## src/rtl/foc_pkg.sv

```systemverilog
// -----------------------------------------------------------------------------
// foc_pkg
// Shared constants, types and helpers for the Clarke-transform front end.
//   DW      : sample width (a, b, alpha, beta)
//   K_*     : Q.6 coefficients (value / 2^SHIFT)
//   PW      : full-precision product width
//   SW      : full-precision beta-sum width (one bit above PW)
//   sample_t: signed DW-bit sample
//   sat_dw(): clamp an SW-bit signed value into the sample_t range
// -----------------------------------------------------------------------------
package foc_pkg;

    localparam int DW      = 16;
    localparam int K_ALPHA = 78;   // 1.21875
    localparam int K_BA    = 45;   // 0.703125
    localparam int K_BB    = 90;   // 1.40625
    localparam int SHIFT   = 6;

    localparam int PW = DW + 8;    // |K| < 2^7, plus a sign bit
    localparam int SW = DW + 9;    // room for the beta sum carry

    typedef logic signed [DW-1:0] sample_t;

    localparam logic signed [SW-1:0] SAT_MAX = SW'((2 ** (DW - 1)) - 1);
    localparam logic signed [SW-1:0] SAT_MIN = SW'(-(2 ** (DW - 1)));

    function automatic sample_t sat_dw(input logic signed [SW-1:0] x);
        sample_t y;
        if (x > SAT_MAX)      y = {1'b0, {(DW-1){1'b1}}};
        else if (x < SAT_MIN) y = {1'b1, {(DW-1){1'b0}}};
        else                  y = sample_t'(x[DW-1:0]);
        return y;
    endfunction

endpackage

```

## src/rtl/foc_div_sat.sv

```systemverilog
// -----------------------------------------------------------------------------
// foc_div_sat
// Combinational divide-by-2^SHIFT with truncation toward zero, followed by
// saturation to the signed DW range.
//   x_i : full-precision signed value (SW bits)
//   y_o : x_i / 2^SHIFT rounded toward zero, clamped to sample_t
// -----------------------------------------------------------------------------
module foc_div_sat
    import foc_pkg::*;
(
    input  logic signed [SW-1:0] x_i,
    output sample_t              y_o
);

    localparam logic signed [SW-1:0] BIAS = SW'((1 << SHIFT) - 1);

    logic signed [SW-1:0] biased;
    logic signed [SW-1:0] shifted;

    // An arithmetic shift alone rounds toward -inf; biasing negative values by
    // 2^SHIFT-1 first turns that into rounding toward zero. Cannot overflow:
    // SW has headroom far above the largest magnitude the products reach.
    assign biased  = x_i[SW-1] ? (x_i + BIAS) : x_i;
    assign shifted = biased >>> SHIFT;
    assign y_o     = sat_dw(shifted);

endmodule

```

## src/rtl/foc.sv

```systemverilog
// -----------------------------------------------------------------------------
// foc
// Clarke-transform front end: (a, b) -> scaled (alpha, beta), three register
// stages, one sample per clock, no backpressure.
//   clk   : system clock, rising edge
//   rstn  : asynchronous active-low reset, clears every pipeline register
//   i_en  : input valid; a/b sampled on each rising edge with i_en=1
//   a, b  : signed phase currents
//   o_en  : output valid, i_en delayed by three cycles
//   alpha : trunc0(K_ALPHA*a / 2^SHIFT), saturated; holds when o_en=0
//   beta  : trunc0((K_BA*a + K_BB*b) / 2^SHIFT), saturated; holds when o_en=0
// -----------------------------------------------------------------------------
module foc
    import foc_pkg::*;
(
    input  logic    clk,
    input  logic    rstn,
    input  logic    i_en,
    input  sample_t a,
    input  sample_t b,
    output logic    o_en,
    output sample_t alpha,
    output sample_t beta
);

    localparam logic signed [PW-1:0] KA_W  = PW'(K_ALPHA);
    localparam logic signed [PW-1:0] KBA_W = PW'(K_BA);
    localparam logic signed [PW-1:0] KBB_W = PW'(K_BB);

    // Stage 1: raw products.
    logic signed [PW-1:0] pa_q, pba_q, pbb_q;
    logic signed [PW-1:0] pa_d, pba_d, pbb_d;
    logic                 v1_q;

    // Stage 2: alpha product and beta sum at common width.
    logic signed [SW-1:0] sa_q, sb_q;
    logic signed [SW-1:0] sa_d, sb_d;
    logic                 v2_q;

    // Stage 3: output registers.
    sample_t alpha_q, beta_q;
    sample_t alpha_d, beta_d;
    logic    o_en_q;

    // Operands are sign-extended to PW before multiplying so the product
    // is computed at full precision.
    assign pa_d  = KA_W  * PW'(a);
    assign pba_d = KBA_W * PW'(a);
    assign pbb_d = KBB_W * PW'(b);

    assign sa_d = SW'(pa_q);
    assign sb_d = SW'(pba_q) + SW'(pbb_q);

    foc_div_sat u_div_sat_alpha (.x_i(sa_q), .y_o(alpha_d));
    foc_div_sat u_div_sat_beta  (.x_i(sb_q), .y_o(beta_d));

    // NOTE: sequential state uses non-blocking assignments so every stage
    // samples the previous stage's pre-edge value, regardless of block order.
    always_ff @(posedge clk or negedge rstn) begin
        if (!rstn) begin
            pa_q    <= '0;
            pba_q   <= '0;
            pbb_q   <= '0;
            v1_q    <= 1'b0;
            sa_q    <= '0;
            sb_q    <= '0;
            v2_q    <= 1'b0;
            alpha_q <= '0;
            beta_q  <= '0;
            o_en_q  <= 1'b0;
        end else begin
            // Valid bits advance every cycle; data advances only with them.
            v1_q   <= i_en;
            v2_q   <= v1_q;
            o_en_q <= v2_q;
            if (i_en) begin
                pa_q  <= pa_d;
                pba_q <= pba_d;
                pbb_q <= pbb_d;
            end
            if (v1_q) begin
                sa_q <= sa_d;
                sb_q <= sb_d;
            end
            if (v2_q) begin
                alpha_q <= alpha_d;
                beta_q  <= beta_d;
            end
        end
    end

    assign o_en  = o_en_q;
    assign alpha = alpha_q;
    assign beta  = beta_q;

endmodule

```

## config.mk

```make
export PLATFORM = sky130hd
export DESIGN_NAME = foc
export DESIGN_NICKNAME = d
export VERILOG_FILES = /design/src/rtl/foc_pkg.sv /design/src/rtl/foc_div_sat.sv /design/src/rtl/foc.sv
export SDC_FILE = /design/constraint.sdc
export NUM_CORES = 1
export LEC_CHECK = 0
export ABC_AREA = 1
export CAP_MARGIN = 20
export CORE_MARGIN = 5
export CORE_UTILIZATION = 50
export DETAILED_ROUTE_END_ITERATION = 7
export PLACE_DENSITY_LB_ADDON = 0.12
export SLEW_MARGIN = 20
export SYNTH_ARGS = -nofsm -noshare
export SYNTH_HDL_FRONTEND = slang
export SYNTH_HIERARCHICAL = 1
export SYNTH_SLANG_ARGS = --single-unit
```

## constraint.sdc

```tcl
create_clock -name clk -period 5.5 [get_ports clk]
set_clock_uncertainty 0.15 [all_clocks]
set_input_delay 0.825 -clock clk [delete_from_list [all_inputs] [get_ports clk]]
set_output_delay 0.825 -clock clk [all_outputs]
set_load 0.1 [all_outputs]
```

==> impl_metrics.json <==
{
  "drt-met1-wl_mm": 17.9,
  "root_buffer": "clkbuf_16",
  "crit_path_start_kind": "input port",
  "cts_num_sinks": 150,
  "avgSynthCellArea_um2": 7.33,
  "slowest_stage": "clkdlybuf4s50_1",
  "p_leak_nw": 8.83,
  "powerDensity_nw_per_um2": 526,
  "final_nets": 2357,
  "grt_max_degree": 91,
  "crit_path_end_kind": "flop",
  "vdd_drop_max_mv": 0.288,
  "fillers": 2828,
  "crit_chain": "clkdlybuf4s50_1 > ha_1 > ha_1 > fa_1 > inv_1 > fa_1 > inv_1 > ha_1 > a21oi_1 > nand2_1 > nand2_1 > nand3_1 > nand2_1 > nand2_1 > or2_1 > nand3_1 > nand2_1",
  "grt_usage": 0.220,
  "synth_edf_count": 0,
  "worst_slew_pin_slew_ns": 0.974,
  "fmax_ghz": 0.222,
  "grt_pass1_wl_mm": 60.6,
  "synthFlopType": "dfrtp_1",
  "synth_cell_types": 41,
  "crit_family": "adder cells",
  "drv_cap": 0,
  "drt_iter0_drc": 856,
  "drc": 0,
  "antennaDiodeCount": 0,
  "multiInputGateArea_um2": 9590,
  "io_pins": 68,
  "setup_violations": 0,
  "critPathMaxStageDelay_ns": 0.69,
  "globalplace.congestion": 0.920,
  "start_util": 0.502,
  "hp-class": "input port to async pin",
  "worstPathArrival_ns": 4.67,
  "h-tree-depth": 4,
  "post-route-min-period_ns": 4.50,
  "syn_nets": 2295,
  "synth_seq_cells": 150,
  "gr-total-overflow": 0,
  "dieHeight_um": 182,
  "cts_tree": "built",
  "async_flop_share": 1.00,
  "clockBufferDepth": 2,
  "vias": 12500,
  "ys_seq_area_frac": 0.254,
  "hold_buffers": 0,
  "die_area_um2": 33100,
  "grt_pass1_vias": 12200,
  "post_cts_buffers": 0,
  "ff_latch_area_um2": 3750,
  "rsz0062_at_grt": "false",
  "core_region_area_um2": 29400,
  "final.setup.worst_slack_ns": 1.00,
  "die_w_um": 182,
  "crit_top_cell": "nand2_1",
  "antenna_found_initial": 0,
  "crit_path_max_fanout": 6,
  "via_per_inst": 5.05,
  "finalCritPeriodShare": 0.818,
  "final_antenna_net_count": 0,
  "place_ws_ns": 0.549,
  "cp.required_ns": 5.67,
  "slew_violations": 0,
  "clk_pin_slew_worst_paths_ns": 0.07,
  "clk_latency_ns": 0.43,
  "criticalPathCategory": "input port to flop",
  "rows": 63,
  "syn_inst": 2013,
  "met3_wirelength_mm": 1.21,
  "top_layer": "met4",
  "wl_per_cell_um": 14.3,
  "drt_wl_total_mm": 35.5,
  "ys_warn_count": 6,
  "first_pass_iters": 6,
  "status": "finished, final reports clean",
  "cts_buffers": 17,
  "final_layout_size_suffix_gt1_frac": 0.0489,
  "port_buffers": 67,
  "area_growth_pct": 11.2,
  "syn_area_um2": 14800,
  "hold_viol": 0,
  "max_slew_margin": 0.349,
  "cp_num_buf_inv": 3,
  "dpl.hpwl_mm": 29.3,
  "cts-resized-gates": 0,
  "wl_met2_mm": 16.0,
  "finalSetupTns_ns": 0
}
-- worst paths after layout --
| kind | end | cells after the start | slack (ns) | from |
|---|---|---|---|---|
| setup / recovery | pba_q[17]$_DFFE_PN0P_ | 17 | 1.00 | a[5] |
| max in group asynchronous | pbb_q[10]$_DFFE_PN0P_ | 2 | 3.85 | rstn |
| setup reg to reg | beta[5]$_DFFE_PN0P_ | 10 | 3.18 | sb_q[0]$_DFFE_PN0P_ |
| min in group clk | sb_q[1]$_DFFE_PN0P_ | 2 | 0.32 | sb_q[1]$_DFFE_PN0P_ |
| hold reg to reg | sb_q[1]$_DFFE_PN0P_ | 2 | 0.32 | sb_q[1]$_DFFE_PN0P_ |
| hold / removal | sa_q[10]$_DFFE_PN0P_ | 1 | 0.26 | rstn |
-- metrics by stage --
step / power (mW) / util / hold WS [ns] / cells / cell area, µm²
2_1_floorplan: 6.04 / - / 0.202 / 2013 / 14800
5_1_grt: 9.47 / 0.558 / 0.318 / 2478 / 16400
3_5_place_dp: 7.43 / 0.538 / 0.309 / 2446 / 15800
6_report: 8.64 / 0.558 / 0.261 / 2478 / 16400
3_3_place_gp: 7.39 / 0.538 / 0.304 / 2446 / 15800
4_1_cts: 8.67 / 0.558 / 0.300 / 2478 / 16400
-- registers in the layout (all words and copies together) (netlist names) --
| signal | cells |
|---|---|
| alpha | 16 |
| beta | 16 |
| o_en | 1 |
| pa_q | 22 |
| pba_q | 23 |
| pbb_q | 23 |
| sa_q | 22 |
| sb_q | 25 |
| v1_q | 1 |
| v2_q | 1 |
-- logic make-up after synthesis --
logic type | share of synthesized area
adders and majority gates | 0.252
and+or+nand+nor | 0.276
other | 0.000254
muxes | 0.0244
DFF | 0.254
AOI/OAI and AO/OA | 0.0611
xor gates and xnor gates | 0.0356
buffers and inverters | 0.0960
-- metal layers --
metal | GRT usage | vias to the layer above
met4 | 0.0441 | 0
met1 | 0.328 | 5838
li1 | - | 6437
met3 | 0.0232 | 26
met2 | 0.350 | 216
met5 | 0 | -
-- cell usage in the layout (no fill, tap or decap), types with 3 or more instances in the layout --
cell | netlist | layout
clkinvlp_4 | 0 | 4
and2_1 | 3 | 3
buf_4 | 2 | 9
nor3_1 | 6 | 6
o21bai_1 | 11 | 11
dfrtp_1 | 150 | 150
nand3b_1 | 12 | 12
or2_2 | 7 | 7
nand4_1 | 23 | 23
nor2_1 | 137 | 137
clkbuf_16 | 0 | 17
nand2_2 | 7 | 7
fa_1 | 84 | 84
inv_1 | 330 | 330
ha_1 | 163 | 163
nor4_1 | 4 | 4
o21a_1 | 3 | 3
clkdlybuf4s50_1 | 0 | 65
inv_2 | 3 | 3
nor2_2 | 4 | 4
nand3_1 | 111 | 111
nand2_1 | 667 | 667
xor2_1 | 28 | 28
xnor2_1 | 32 | 32
or2_1 | 3 | 3
mux2_2 | 30 | 30
o21ai_0 | 64 | 64
o21ai_2 | 3 | 3
a21oi_1 | 73 | 73
a31oi_1 | 6 | 6
inv_8 | 0 | 3
-- synthesized netlist by cell type, types with 23 or more instances --
master | count | area [µm²]
a21oi_1 | 73 | 365
nand3_1 | 111 | 556
nand2_1 | 667 | 2500
dfrtp_1 | 150 | 3750
nor2_1 | 137 | 514
ha_1 | 163 | 2040
mux2_2 | 30 | 338
inv_1 | 330 | 1240
xor2_1 | 28 | 245
fa_1 | 84 | 1680
nand4_1 | 23 | 144
o21ai_0 | 64 | 320
xnor2_1 | 32 | 280
-- report_power, final --
part | internal [mW] | switching [mW]
clock | 0.683 | 0.515
combinational | 1.87 | 3.67
sequential | 1.55 | 0.355
-- final cells by class --
| cell class | count | share of cell area |
|---|---|---|
| timing repair buffer | 76 | 0.0447 |
| inverter | 333 | 0.0761 |
| tap | 390 | 0.0297 |
| multi-input combinational | 1497 | 0.584 |
| clock buffer | 18 | 0.0261 |
| sequential | 150 | 0.229 |
| clock inverter | 14 | 0.0104 |
Power figures use the tool's default switching activity.
